**src/rtl/hockey_param_if.sv**
```systemverilog
// hockey_param_if
// Groups the player controls and the display/score outputs of the air-hockey
// core into one bundle.
//   BTN_A/BTN_B    : hit/serve requests (level)
//   DIR_A/DIR_B    : shot direction (0 straight, 1 up, 2 down, 3 straight)
//   Y_in_A/Y_in_B  : paddle rows
//   X_COORD/Y_COORD: puck position
//   SCORE_A/SCORE_B: scores
//   STATE          : game state encoding
//   GAME_OVER      : high once the game has ended
//   WINNER         : 0 = A, 1 = B (meaningful with GAME_OVER)
// master = player/display side, slave = game core.
interface hockey_param_if #(
    parameter int CW = 3,
    parameter int SW = 2
);
    logic          BTN_A;
    logic          BTN_B;
    logic [1:0]    DIR_A;
    logic [1:0]    DIR_B;
    logic [CW-1:0] Y_in_A;
    logic [CW-1:0] Y_in_B;
    logic [CW-1:0] X_COORD;
    logic [CW-1:0] Y_COORD;
    logic [SW-1:0] SCORE_A;
    logic [SW-1:0] SCORE_B;
    logic [3:0]    STATE;
    logic          GAME_OVER;
    logic          WINNER;

    modport master (
        output BTN_A, BTN_B, DIR_A, DIR_B, Y_in_A, Y_in_B,
        input  X_COORD, Y_COORD, SCORE_A, SCORE_B, STATE, GAME_OVER, WINNER
    );

    modport slave (
        input  BTN_A, BTN_B, DIR_A, DIR_B, Y_in_A, Y_in_B,
        output X_COORD, Y_COORD, SCORE_A, SCORE_B, STATE, GAME_OVER, WINNER
    );
endinterface

```
**src/rtl/hockey_param.sv**
```systemverilog
// hockey_param
// Parametrised two-player air-hockey game core. Player A defends column 0,
// player B defends column X_MAX. The puck steps once every MOVE_DIV cycles,
// bounces off the top/bottom walls, and the defender gets RESP_WIN cycles to
// return it. First to WIN_SCORE ends the game.
// Ports:
//   clk : system clock
//   rst : synchronous active-high reset
//   io  : hockey_param_if slave (player inputs, puck/score/state outputs)
//
// state   | meaning
// --------+---------------------------------------------
// IDLE    | waiting for either player to request a serve
// SERVE_A | A holds the puck at column 0, waiting for a valid row
// SERVE_B | B holds the puck at column X_MAX
// TRAV_B  | puck moving toward B
// RESP_B  | puck at B's column, B's hit window open
// TRAV_A  | puck moving toward A
// RESP_A  | puck at A's column, A's hit window open
// GOAL_A  | A scored, hold-off
// GOAL_B  | B scored, hold-off
// OVER    | game ended, everything frozen until reset
module hockey_param #(
    parameter int X_MAX     = 4,
    parameter int Y_MAX     = 4,
    parameter int CW        = 3,
    parameter int MOVE_DIV  = 2,
    parameter int RESP_WIN  = 4,
    parameter int GOAL_HOLD = 3,
    parameter int WIN_SCORE = 3,
    parameter int SW        = 2
) (
    input  logic          clk,
    input  logic          rst,
    hockey_param_if.slave io
);
    typedef enum logic [3:0] {
        S_IDLE    = 4'd0,
        S_SERVE_A = 4'd1,
        S_SERVE_B = 4'd2,
        S_TRAV_B  = 4'd3,
        S_RESP_B  = 4'd4,
        S_TRAV_A  = 4'd5,
        S_RESP_A  = 4'd6,
        S_GOAL_A  = 4'd7,
        S_GOAL_B  = 4'd8,
        S_OVER    = 4'd9
    } state_t;

    // One shared down-timer serves step pacing, hit window and goal hold,
    // since only one of them is ever active at a time.
    localparam int T_MAX = (MOVE_DIV > RESP_WIN)
                         ? ((MOVE_DIV > GOAL_HOLD) ? MOVE_DIV : GOAL_HOLD)
                         : ((RESP_WIN > GOAL_HOLD) ? RESP_WIN : GOAL_HOLD);
    localparam int TW = (T_MAX > 1) ? $clog2(T_MAX) : 1;

    localparam logic [CW-1:0] X_LAST    = CW'(X_MAX);
    localparam logic [CW-1:0] Y_LAST    = CW'(Y_MAX);
    localparam logic [CW-1:0] Y_MID     = CW'(Y_MAX / 2);
    localparam logic [SW-1:0] SCORE_END = SW'(WIN_SCORE);
    localparam logic [TW-1:0] LD_MOVE   = TW'(MOVE_DIV - 1);
    localparam logic [TW-1:0] LD_RESP   = TW'(RESP_WIN - 1);
    localparam logic [TW-1:0] LD_HOLD   = TW'(GOAL_HOLD - 1);
    localparam logic [1:0]    DIR_UP    = 2'd1;
    localparam logic [1:0]    DIR_DN    = 2'd2;

    state_t        state, state_nxt;
    logic [CW-1:0] x, y, x_nxt, y_nxt;
    logic [1:0]    dir, dir_nxt;
    logic [TW-1:0] tmr, tmr_nxt;
    logic [SW-1:0] score_a, score_b, score_a_nxt, score_b_nxt;
    logic          over, over_nxt, winner, winner_nxt;

    logic tmr_done, serve_ok_a, serve_ok_b, row_ok_a, row_ok_b;
    logic land_a, land_b, entering;

    assign tmr_done   = (tmr == '0);
    assign serve_ok_a = io.BTN_A && (io.Y_in_A <= Y_LAST);
    assign serve_ok_b = io.BTN_B && (io.Y_in_B <= Y_LAST);
    assign row_ok_a   = (io.Y_in_A == y);
    assign row_ok_b   = (io.Y_in_B == y);
    assign land_b     = (x == X_LAST - 1'b1);
    assign land_a     = (x == CW'(1));
    assign entering   = (state_nxt != state);

    // Direction code 3 behaves as a straight shot.
    function automatic logic [1:0] dir_sel(input logic [1:0] d);
        return (d == 2'd3) ? 2'd0 : d;
    endfunction

    always_ff @(posedge clk) begin
        if (rst) begin
            state   <= S_IDLE;
            x       <= '0;
            y       <= '0;
            dir     <= '0;
            tmr     <= '0;
            score_a <= '0;
            score_b <= '0;
            over    <= 1'b0;
            winner  <= 1'b0;
        end else begin
            state   <= state_nxt;
            x       <= x_nxt;
            y       <= y_nxt;
            dir     <= dir_nxt;
            tmr     <= tmr_nxt;
            score_a <= score_a_nxt;
            score_b <= score_b_nxt;
            over    <= over_nxt;
            winner  <= winner_nxt;
        end
    end

    always_comb begin
        state_nxt = state;
        case (state)
            S_IDLE: begin
                if (io.BTN_A)      state_nxt = S_SERVE_A;
                else if (io.BTN_B) state_nxt = S_SERVE_B;
            end
            S_SERVE_A: if (serve_ok_a) state_nxt = S_TRAV_B;
            S_SERVE_B: if (serve_ok_b) state_nxt = S_TRAV_A;
            S_TRAV_B:  if (tmr_done && land_b) state_nxt = S_RESP_B;
            S_TRAV_A:  if (tmr_done && land_a) state_nxt = S_RESP_A;
            S_RESP_B: begin
                // A press always resolves the window; timeout only without one.
                if (io.BTN_B)     state_nxt = row_ok_b ? S_TRAV_A : S_GOAL_A;
                else if (tmr_done) state_nxt = S_GOAL_A;
            end
            S_RESP_A: begin
                if (io.BTN_A)     state_nxt = row_ok_a ? S_TRAV_B : S_GOAL_B;
                else if (tmr_done) state_nxt = S_GOAL_B;
            end
            S_GOAL_A: if (tmr_done) state_nxt = (score_a == SCORE_END) ? S_OVER : S_SERVE_B;
            S_GOAL_B: if (tmr_done) state_nxt = (score_b == SCORE_END) ? S_OVER : S_SERVE_A;
            S_OVER:   state_nxt = S_OVER;
            default:  state_nxt = S_IDLE;
        endcase
    end

    always_comb begin
        x_nxt       = x;
        y_nxt       = y;
        dir_nxt     = dir;
        tmr_nxt     = tmr;
        score_a_nxt = score_a;
        score_b_nxt = score_b;
        over_nxt    = over;
        winner_nxt  = winner;

        if (entering) begin
            case (state_nxt)
                S_TRAV_A, S_TRAV_B: tmr_nxt = LD_MOVE;
                S_RESP_A, S_RESP_B: tmr_nxt = LD_RESP;
                S_GOAL_A, S_GOAL_B: tmr_nxt = LD_HOLD;
                default:            tmr_nxt = '0;
            endcase
        end else if (tmr_done) begin
            if (state == S_TRAV_A || state == S_TRAV_B) tmr_nxt = LD_MOVE;
        end else begin
            tmr_nxt = tmr - 1'b1;
        end

        case (state)
            S_IDLE, S_GOAL_A, S_GOAL_B: begin
                if (state_nxt == S_SERVE_A) begin
                    x_nxt = '0;
                    y_nxt = Y_MID;
                end else if (state_nxt == S_SERVE_B) begin
                    x_nxt = X_LAST;
                    y_nxt = Y_MID;
                end
            end
            S_SERVE_A: begin
                if (serve_ok_a) begin
                    y_nxt   = io.Y_in_A;
                    dir_nxt = dir_sel(io.DIR_A);
                end
            end
            S_SERVE_B: begin
                if (serve_ok_b) begin
                    y_nxt   = io.Y_in_B;
                    dir_nxt = dir_sel(io.DIR_B);
                end
            end
            S_TRAV_A, S_TRAV_B: begin
                if (tmr_done) begin
                    x_nxt = (state == S_TRAV_B) ? x + 1'b1 : x - 1'b1;
                    // Wall hit reflects the step and flips the direction.
                    if (Y_MAX > 0) begin
                        if (dir == DIR_UP) begin
                            if (y >= Y_LAST) begin
                                y_nxt   = y - 1'b1;
                                dir_nxt = DIR_DN;
                            end else begin
                                y_nxt = y + 1'b1;
                            end
                        end else if (dir == DIR_DN) begin
                            if (y == '0) begin
                                y_nxt   = y + 1'b1;
                                dir_nxt = DIR_UP;
                            end else begin
                                y_nxt = y - 1'b1;
                            end
                        end
                    end
                end
            end
            S_RESP_B: begin
                if (io.BTN_B && row_ok_b)     dir_nxt = dir_sel(io.DIR_B);
                else if (state_nxt == S_GOAL_A) score_a_nxt = score_a + 1'b1;
            end
            S_RESP_A: begin
                if (io.BTN_A && row_ok_a)     dir_nxt = dir_sel(io.DIR_A);
                else if (state_nxt == S_GOAL_B) score_b_nxt = score_b + 1'b1;
            end
            default: ;
        endcase

        if (entering && state_nxt == S_OVER) begin
            over_nxt   = 1'b1;
            winner_nxt = (state == S_GOAL_B);
        end
    end

    assign io.X_COORD   = x;
    assign io.Y_COORD   = y;
    assign io.SCORE_A   = score_a;
    assign io.SCORE_B   = score_b;
    assign io.STATE     = state;
    assign io.GAME_OVER = over;
    assign io.WINNER    = winner;
endmodule

```
**src/flat_wrapper.sv**
```systemverilog
// flat-port wrapper written by rule: the top's interface ports become plain ports
module hockey_param_flat 
#(
    parameter int X_MAX     = 4,
    parameter int Y_MAX     = 4,
    parameter int CW        = 3,
    parameter int MOVE_DIV  = 2,
    parameter int RESP_WIN  = 4,
    parameter int GOAL_HOLD = 3,
    parameter int WIN_SCORE = 3,
    parameter int SW        = 2
)
  (clk, rst, io_BTN_A, io_BTN_B, io_DIR_A, io_DIR_B, io_Y_in_A, io_Y_in_B, io_X_COORD, io_Y_COORD, io_SCORE_A, io_SCORE_B, io_STATE, io_GAME_OVER, io_WINNER);
  hockey_param_if #(.CW(CW), .SW(SW)) io_i ();
  input  logic clk;
  input  logic rst;
  input wire logic [$bits(io_i.BTN_A)-1:0] io_BTN_A;
  input wire logic [$bits(io_i.BTN_B)-1:0] io_BTN_B;
  input wire logic [$bits(io_i.DIR_A)-1:0] io_DIR_A;
  input wire logic [$bits(io_i.DIR_B)-1:0] io_DIR_B;
  input wire logic [$bits(io_i.Y_in_A)-1:0] io_Y_in_A;
  input wire logic [$bits(io_i.Y_in_B)-1:0] io_Y_in_B;
  output wire logic [$bits(io_i.X_COORD)-1:0] io_X_COORD;
  output wire logic [$bits(io_i.Y_COORD)-1:0] io_Y_COORD;
  output wire logic [$bits(io_i.SCORE_A)-1:0] io_SCORE_A;
  output wire logic [$bits(io_i.SCORE_B)-1:0] io_SCORE_B;
  output wire logic [$bits(io_i.STATE)-1:0] io_STATE;
  output wire logic [$bits(io_i.GAME_OVER)-1:0] io_GAME_OVER;
  output wire logic [$bits(io_i.WINNER)-1:0] io_WINNER;
  assign io_i.BTN_A = io_BTN_A;
  assign io_i.BTN_B = io_BTN_B;
  assign io_i.DIR_A = io_DIR_A;
  assign io_i.DIR_B = io_DIR_B;
  assign io_i.Y_in_A = io_Y_in_A;
  assign io_i.Y_in_B = io_Y_in_B;
  assign io_X_COORD = io_i.X_COORD;
  assign io_Y_COORD = io_i.Y_COORD;
  assign io_SCORE_A = io_i.SCORE_A;
  assign io_SCORE_B = io_i.SCORE_B;
  assign io_STATE = io_i.STATE;
  assign io_GAME_OVER = io_i.GAME_OVER;
  assign io_WINNER = io_i.WINNER;
  hockey_param #(.X_MAX(X_MAX), .Y_MAX(Y_MAX), .CW(CW), .MOVE_DIV(MOVE_DIV), .RESP_WIN(RESP_WIN), .GOAL_HOLD(GOAL_HOLD), .WIN_SCORE(WIN_SCORE), .SW(SW)) u_core (.clk(clk), .rst(rst), .io(io_i));
endmodule
```
**config.mk**
```make
export PLATFORM = sky130hd
export DESIGN_NAME = hockey_param_flat
export DESIGN_NICKNAME = d
export VERILOG_FILES = /design/src/rtl/hockey_param_if.sv /design/src/rtl/hockey_param.sv /design/src/flat_wrapper.sv
export SDC_FILE = /design/constraint.sdc
export NUM_CORES = 1
export LEC_CHECK = 0
export ABC_CLOCK_PERIOD_IN_PS = 2800
export CORE_ASPECT_RATIO = 1.5
export CORE_MARGIN = 4
export CORE_UTILIZATION = 54
export CTS_BUF_LIST = sky130_fd_sc_hd__clkbuf_8 sky130_fd_sc_hd__clkbuf_16
export CTS_CLUSTER_SIZE = 10
export DETAILED_ROUTE_END_ITERATION = 7
export PLACE_DENSITY = 0.81
export SYNTH_ARGS = -nofsm -noshare
export SYNTH_HDL_FRONTEND = slang
export SYNTH_SLANG_ARGS = --single-unit
```
**constraint.sdc**
```tcl
create_clock -name clk -period 2.8 [get_ports clk]
set_clock_uncertainty 0.2 [all_clocks]
set_input_delay 0.56 -clock clk [delete_from_list [all_inputs] [get_ports clk]]
set_output_delay 0.56 -clock clk [all_outputs]
set_load 0.02 [all_outputs]
```
### Yosys cells after proc, flatten, opt, wreduce, memory -nomap -nowiden

Index checks and enable logic that the tools add are counted.

| storage, ports and cells | value |
|---|---|
| input port bits | 14 |
| register bits | 20 |

| cells by class | value |
|---|---|
| add/subtract/negate cells | 7 |
| equal/unequal tests | 39 |
| order comparisons | 3 |
| bitwise operators | 2 |
| reductions and logical operators | 24 |
| muxes and demuxes | 48 |

Operators by type and width:

| cell | number |
|---|---|
| $mux W4 | 15 |
| $pmux W4 S10 | 1 |
| $mux W3 | 13 |
| $eq A4 B3 Y1 const B | 8 |
| $mux W2 | 15 |
| $eq A4 B2 Y1 const B | 4 |
| $eq A4 B4 Y1 const B | 4 |
| $pmux W3 S4 | 1 |
| $eq A2 B2 Y1 const B | 5 |
| $ne A2 B1 Y1 const B | 5 |
| $pmux W2 S5 | 1 |
| $ne A3 B1 Y1 const B | 3 |
| $reduce_and A3 Y1 | 3 |
| $reduce_and A9 Y1 | 1 |
| $eq A4 B1 Y1 const B | 2 |
| $reduce_or A2 Y1 | 4 |
| $logic_and A1 B1 Y1 | 7 |
| $add A3 B1 Y3 const B | 2 |
| $eq A3 B3 Y1 | 2 |
| $le A3 B3 Y1 const B | 2 |
| $ne A3 B3 Y1 const B | 2 |
| $pmux W2 S3 | 1 |
| $pmux W3 S2 | 1 |
| $reduce_and A6 Y1 | 1 |
| other kinds (17) | 20 |

### Depth between registers and ports, before layout

Gate-level depths: netlist of run 1.

| depth | value |
|---|---|
| depth after elaboration | 8 |
| gate-level depth with buffers | 9 |
| depth with buffers taken out | 9 |

### Worst setup path after synthesis of run 1

OpenSTA, ideal clock, no wires.

| path | value |
|---|---|
| path type | flip-flop to flip-flop |
| start point | reg u_core.x[0], in the netlist u_core.io.X_COORD[0] |
| end point | reg u_core.tmr[0] |
| path slack | 166 ps |
| stages on the path, launching flop included | 10 |
| period minus slack after synthesis | 2634 ps |
| path buffers | 0 |
| arrival | 2362 ps |
| path through | dfxtp_1 > ha_1 > ha_1 > or3b_4 > a32oi_1 > nand4b_1 > nor3b_4 > xor2_1 > and3_1 > mux2i_1 |

| on the way | value |
|---|---|
| word-level cells in the longest chain between the ends | 8 |

Ends and longest elaborated chain:

| what | RTL line | text |
|---|---|---|
| from (decl) | hockey_param.sv:68 | `logic [CW-1:0] x, y, x_nxt, y_nxt;` |
| from (signal assigned) | hockey_param.sv:104 | `x <= x_nxt;` |
| $eq A3 B1 Y1 / $eq A3 B2 Y1 (equally long branches) | hockey_param.sv:83, hockey_param.sv:82 |  |
| $logic_and A1 B1 Y1, on equally long branches | hockey_param.sv:125, hockey_param.sv:124 |  |
| $mux W4, on equally long branches | hockey_param.sv:125, hockey_param.sv:124 |  |
| $pmux W4 S10 (*) | hockey_param.sv:117 | `case (state)` |
| $eq A4 B4 Y1, or another cell as far along | hockey_param.sv:153 | `case (state_nxt)` |
| $reduce_or A2 Y1 | hockey_param.sv:153 |  |
| $pmux W2 S3 | hockey_param.sv:153 |  |
| $mux W2 | hockey_param.sv:152 | `if (entering) begin` |
| to (signal assigned) | hockey_param.sv:107 | `tmr <= tmr_nxt;` |
| to (decl) | hockey_param.sv:70 | `logic [TW-1:0] tmr, tmr_nxt;` |

Mark *: on every way between the ends. The rest lies on a longest branch, timed or not.
A chain may end at the register's enable or synchronous reset.

### Final worst setup path of run 1

| path | value |
|---|---|
| start point | reg u_core.x[1], in the netlist u_core.io.X_COORD[1] |
| end point | reg u_core.tmr[0] |

The elaborated chain is that of the path after synthesis.

==> results of run 1 <==
## sequential cells by signal, indices dropped and copies added (netlist names)
name                 count
u_core.io.WINNER         1
u_core.io.X_COORD        3
u_core.dir               2
u_core.io.Y_COORD        3
u_core.tmr               2
u_core.io.SCORE_A        2
u_core.io.STATE          4
u_core.io.SCORE_B        2
u_core.io.GAME_OVER      1
## stage by stage
stage	area (µm²)	total power, µW	setup TNS [ns]	utilization (%)
after floorplan	1829	1602	0	-
after global placement	2278	2111	-0.1222	70.72
after detailed placement	2278	2147	-0.7917	70.72
after CTS	2365	2498	0	73.40
after global routing	2436	2867	-0.08385	75.61
final	2436	2690	0	75.61
## cells in the mapped netlist, drive strengths merged, types with 7 or more instances
cell	instances	area share (%)
xor2	8	3.8
ha	9	6.2
o21ai	13	3.6
a21oi	8	2.2
nor2b	7	2.4
nand2	17	3.5
nand3	7	1.9
xnor2	8	3.8
nor2	20	4.1
buf	9	2.6
dfxtp	20	22
nor3	10	3.6
inv	10	2.1
## worst register-to-register path, delay by kind of cell, from the launching register on
family / cells / cell delay [ns]
AND/OR/NAND/NOR: 4 / 1.08
flip-flops: 1 / 0.37
adder cells (fa/ha/maj): 2 / 0.30
AO/OA/AOI/OAI: 1 / 0.19
buffers and inverters: 1 / 0.19
XOR/XNOR: 1 / 0.17
multiplexers: 1 / 0.17
## routing by layer
metal | track usage, % | vias up | part of all wire, %
met5 | 0 | - | 0
met4 | 14.11 | 0 | 4.2
met3 | 3.577 | 26 | 7.3
met2 | 45.02 | 132 | 51
met1 | 31.88 | 934 | 38
li1 | - | 952 | -
## final cells by class
type | instances | area (µm²) | area share [%]
sequential | 20 | 401.6 | 16.49
timing repair buffer | 55 | 510.5 | 20.96
multi-input combinational | 190 | 1365 | 56.03
clock buffer | 3 | 41.29 | 1.695
tap | 40 | 50.05 | 2.054
clock inverter | 1 | 30.03 | 1.233
inverter | 10 | 37.54 | 1.541
## how the worst max path moves through the flow
| stage | to | startpoint | cells after the start |
|---|---|---|---|
| after floorplan | u_core.tmr[0] | u_core.io.X_COORD[0] | 9 |
| after global placement | u_core.io.X_COORD[1] | io_Y_in_B[0] | 8 |
| after detailed placement | u_core.io.X_COORD[2] | io_Y_in_B[1] | 8 |
| after CTS | u_core.tmr[0] | u_core.io.X_COORD[1] | 10 |
| after global routing | u_core.tmr[0] | u_core.io.X_COORD[1] | 10 |
| final | u_core.tmr[0] | u_core.io.X_COORD[1] | 10 |
## layout by cell type, fill, tap and decap left out, types with 3 or more instances in the layout
cell type / instances
and3_1: 3
buf_4: 24
dfxtp_1: 19
nand3_1: 7
nand3b_1: 4
xor2_1: 7
nand4_1: 3
a31oi_1: 4
nor4_1: 3
a32oi_1: 4
ha_1: 9
o311ai_0: 3
o21ai_0: 13
mux2i_1: 4
clkdlybuf4s50_1: 29
a21oi_1: 8
nor2b_1: 7
inv_1: 10
o211ai_1: 3
nor2_1: 20
nor3_1: 8
or2_2: 3
xnor2_1: 7
clkbuf_8: 3
nand2_1: 17
nand2b_1: 5
o31ai_1: 4
## power groups by stage
stage          clock (µW)  combinational [µW]  sequential, µW
2_1_floorplan           0                1120             486
3_3_place_gp            0                1650             464
3_5_place_dp            0                1680             468
4_1_cts               297                1740             462
5_1_grt               316                2070             479
6_report              294                1920             472
## cells by family (layout without fill, tap and decap cells)
group / after synthesis / in the layout
AOI/OAI and AO/OA: 60 / 60
xor gates and xnor gates: 16 / 16
adders and majority gates: 10 / 10
buffers and inverters: 24 / 69
DFF: 20 / 20
muxes: 5 / 5
and+or+nand+nor: 99 / 99
## timing repair
action,4_1_cts,5_1_grt
hold endpoints to repair,0,0
hold buffers,0,0
resized for setup,0,7
pin swaps,1,3
setup buffers,2,4
setup endpoints to repair,1,7
==> impl_results.md, run 1 <==
* Status: complete, no violations
* Seq/Total Area, Yosys at 21.89%
* Hold Path Sink: u_core.io.GAME_OVER
* Longest Clk Path Bufs at 2
* Warnings from Yosys at 0
* Mux share of post-synthesis cell area at 2.804%
* Worst setup path class: flop to flop
* Fillers at 257
* R2R Path Start: u_core.io.X_COORD[1]
* Clock-pin slew on the worst setup and hold paths at 0.08 ns
* Synth async-reset ratio at 0%
* DRC Markers at 0
* Hold Crit Class: flop to flop
* Total wire length at 5780 µm
* Fin nets at 303
* Max FO, Critical Path at 4
* Yosys cell types at 57
* Pleak at 0.0009764 µW
* Chip width at 55.52 µm
* Internal power at 1447 µW
* Slowest stage delay, CP at 0.41 ns
* Largest family of logic cells by synthesized area: simple AND/OR/NAND/NOR gates
* Initial Util at 56.78%
* DPL Wire Length at 4005 µm
* Drt initial violations at 135
* Most used cell, CP: ha_1
* WP data required at 2.80 ns
* Vias in the first global route at 1934
* CP cell instances: ha_1 -> ha_1 -> or3b_4 -> a32oi_1 -> nand4b_1 -> nor3b_4 -> buf_4 -> xor2_2 -> and3_4 -> mux2i_1
* Seq pwr share at 17.5%
* Initial antenna violation count at 0
* Die area at 0.004402 mm²
* Syn_nets at 257
* Post-Synth XOR/XNOR Area at 7.661%
* CP Data Arrival Time at 2.73 ns
* Hold WS at 0.2705 ns
* PortBufs at 29
* Primary FF master, synth: dfxtp_1
* Pre-CTS WS at -0.1599 ns
* WL/cell at 18.12 µm
* Die height at 79.28 µm
* Post-route ant nets at 0
* Cell Rows at 25
* Nature of the critical path endpoint: flop
* CTS Buf Count at 3
* Hold Startpoint: u_core.io.GAME_OVER
* Final-report max-slew violation count at 0
* Worst r2r path cells at 10
* Mapped Area at 0.001829 mm²
* Total GRT Usage at 26.45%
* Synth Area in Compound Gates at 23.05%
* Adder-cell share of the synthesized area at 6.703%
* Post-route clock period utilization at 97.35%
* Switching share of power at 46.19%
* Max_cap viols at 0
* Worst path bufs/invs at 1
* Placed Cells at 309
* Post-synthesis simple-gate area fraction at 32.22%
* Final Non-Filler Cells at 319
* Maximum VDD drop at 624.4 µV
* Clock Power Share at 10.9%
* Hold Fails Final Rpt at 0
* P per Cell Area at 1104 mW/mm²
* Vias per inst at 6.408
* PnR worst setup slack at 0.07414 ns
* GRT overflow at 0
* Root Driver: clkbuf_8
* Core Area at 0.003222 mm²
* Delay-heaviest family, CP: simple AND/OR/NAND/NOR gates
* Tmin final at 2.726 ns
* Htree depth at 1
* First-pass GRT wire length at 9384 µm
* Switching power at 1242 µW
* Combinational share of power at 71.5%
* Area grow syn2layout at 33.17%
* Pre-antenna DRT Iters at 4
* Layout cell share with drive strength beyond 1 at 16.49%
* Achievable Freq at 366.9 MHz
* CP max stage cell: or3b_4
* Worst skew pair latency at 0.27 ns
* # IOs at 30
* Flops & latches, synth at 20
* CTS tree: built
* Clk sinks at 20
* Diodes inserted at 0
* GPL Wtd Cong at 0.9161
* RSZ-0062 raised after global routing: true
* Relative slew slack at 58.09%
* Total number of vias at 2044
* R2R Setup Slk at 0.07 ns
* Syn Inst Count at 234
* Mapped Avg Cell Area at 7.817 µm²
* Tightest Pin Transition at 0.6277 ns
* Final setup violating endpoints at 0
* Hold Path Stages at 1
* Post-synth EDFFs at 0
* R2r endpoint: u_core.tmr[0]
* Pin count of the biggest net entering global routing at 27
* Startpoint Class: flop
No activity file was read; power rests on OpenSTA's default activity.
==> inputs of run 2 (changes only) <==
--- a/config.mk
+++ b/config.mk
@@ -13,6 +13,7 @@
 export CTS_CLUSTER_SIZE = 10
 export DETAILED_ROUTE_END_ITERATION = 7
 export PLACE_DENSITY = 0.81
+export RECOVER_POWER = 25
 export SYNTH_ARGS = -nofsm -noshare
 export SYNTH_HDL_FRONTEND = slang
 export SYNTH_SLANG_ARGS = --single-unit
==> run 2 against run 1 <==
Against the previous run:
- via count shrank 0.49%
- critical path type unchanged
- largest power group unchanged
- die area did not move
- utilization unchanged
- first-iteration DRC count stayed put
==> impl_results.md, run 2 (same netlist as run 1, synthesis figures left out) <==
* GRT overflow at 0
* Tightest Pin Transition at 0.6089 ns
* Max FO, Critical Path at 4
* First-pass GRT wire length at 9384 µm
* Final-report max-slew violation count at 0
* Core Area at 0.003222 mm²
* CTS Hold Bufs at 0
* PortBufs at 29
* CTS Buf Count at 3
* DRC Markers at 0
* Max_cap viols at 0
* PnR worst setup slack at 0.07292 ns
* Most frequent cells in the layout: clkdlybuf4s50_1, buf_4, nor2_1
* Pleak at 0.0009907 µW
* Die height at 79.28 µm
* Longest Clk Path Bufs at 2
* Post-route clock period utilization at 97.40%
* Total wire length at 5753 µm
* Pre-CTS WS at -0.1599 ns
* Die area at 0.004402 mm²
* Layout cell share with drive strength beyond 1 at 16.49%
* # IOs at 30
* Fin util at 75.61%
* P per Cell Area at 1105 mW/mm²
* Maximum VDD drop at 625.2 µV
* Total number of vias at 2034
* Fin area at 0.002436 mm²
* Worst setup path class: flop to flop
* Area grow syn2layout at 33.17%
* Hold Crit Class: flop to flop
* Vias in the first global route at 1934
* Tmin final at 2.727 ns
* Clock-pin slew on the worst setup and hold paths at 0.09 ns
* Most common cell after layout, fill and taps aside: clkdlybuf4s50_1
* DPL Wire Length at 4005 µm
* Nature of the critical path endpoint: flop
* M2 GR Usage at 45.02%
* CTS tree: built
* Root Driver: clkbuf_8
* Achievable Freq at 366.7 MHz
* Fin nets at 303
* Worst skew pair latency at 0.27 ns
* Largest register FFs at 4
* Final setup violating endpoints at 0
* WL/cell at 18.03 µm
* WP data required at 2.80 ns
* Cell Rows at 25
* Initial Util at 56.78%
* Post-route ant nets at 0
* Htree depth at 1
* Routing usage on met1 at 31.88%
* GRT Max-Usage Layer: met2
* Initial antenna violation count at 0
* Chip width at 55.52 µm
* Hold Fails Final Rpt at 0
* Status: complete, no violations
* Met3 Use GR at 3.577%
* Relative slew slack at 59.35%
* Drt initial violations at 135
* Pin count of the biggest net entering global routing at 27
* CP Data Arrival Time at 2.73 ns
* GPL Wtd Cong at 0.9161
* Total GRT Usage at 26.45%
* Pre-antenna DRT Iters at 4
* Vias per inst at 6.376
* Post-Place Cell Area at 0.002278 mm²
* Diodes inserted at 0
* RSZ-0062 raised after global routing: true
* Clk sinks at 20
* Startpoint Class: flop
==> run 2: changes by cell type in the layout (fill, tap and decap cells not counted) <==
cell and delta:
clkdlybuf4s50_1 -4, dlygate4sd3_1 +4
==> run 2: per-layer routing <==
layer / wire [µm] / vias up
met1: 2189 / 933
met3: 390 / 28
met2: 2924 / 120
li1: - / 953
met4: 249 / 0
met5: 0 / -
==> run 2: timing repair <==
action                                  4_1_cts  5_1_grt
gates resized for setup                       0        7
endpoints found under the setup margin        1        7
pin swaps                                     1        3
setup buffers                                 2        4
==> run 2: path summary, 6_finish.rpt <==
check	from	end	slack [ns]	cells past startpoint
max	u_core.io.X_COORD[1]	u_core.tmr[0]	0.07	10
min	u_core.io.GAME_OVER	u_core.io.GAME_OVER	0.27	1
max reg2reg	u_core.io.X_COORD[1]	u_core.tmr[0]	0.07	10
min reg2reg	u_core.io.GAME_OVER	u_core.io.GAME_OVER	0.27	1
==> run 2: metrics by stage <==
step	total power (µW)	cells	TNS, ns	hold WS [ns]
2_1_floorplan	1602	234	0	0.2981
3_3_place_gp	2111	309	-0.1222	0.2394
3_5_place_dp	2147	309	-0.7917	0.2473
4_1_cts	2498	315	0	0.2753
5_1_grt	2867	319	-0.08385	0.3005
6_report	2692	319	0	0.2655
==> run 2: cell type report <==
class	instances	area [µm²]
clock inverter	1	30.03
clock buffer	3	41.29
tap	40	50.05
fill	257	785.8
multi-input combinational	190	1365
inverter	10	37.54
sequential	20	401.6
timing repair buffer	55	510.5
==> run 2: where the power goes <==
part           total (µW)  leakage [µW]  internal, µW  switching, µW
clock                 296     0.0000357           191            105
sequential            471      0.000164           352            119
combinational        1930      0.000791           904           1020
==> run 2: critical path, cell delays in order (launching register included) <==
cell	delay (ns)
dfxtp_2	0.38
ha_1	0.16
ha_1	0.14
or3b_4	0.41
a32oi_1	0.19
nand4b_1	0.18
nor3b_4	0.27
buf_4	0.19
xor2_2	0.16
and3_4	0.22
mux2i_1	0.17
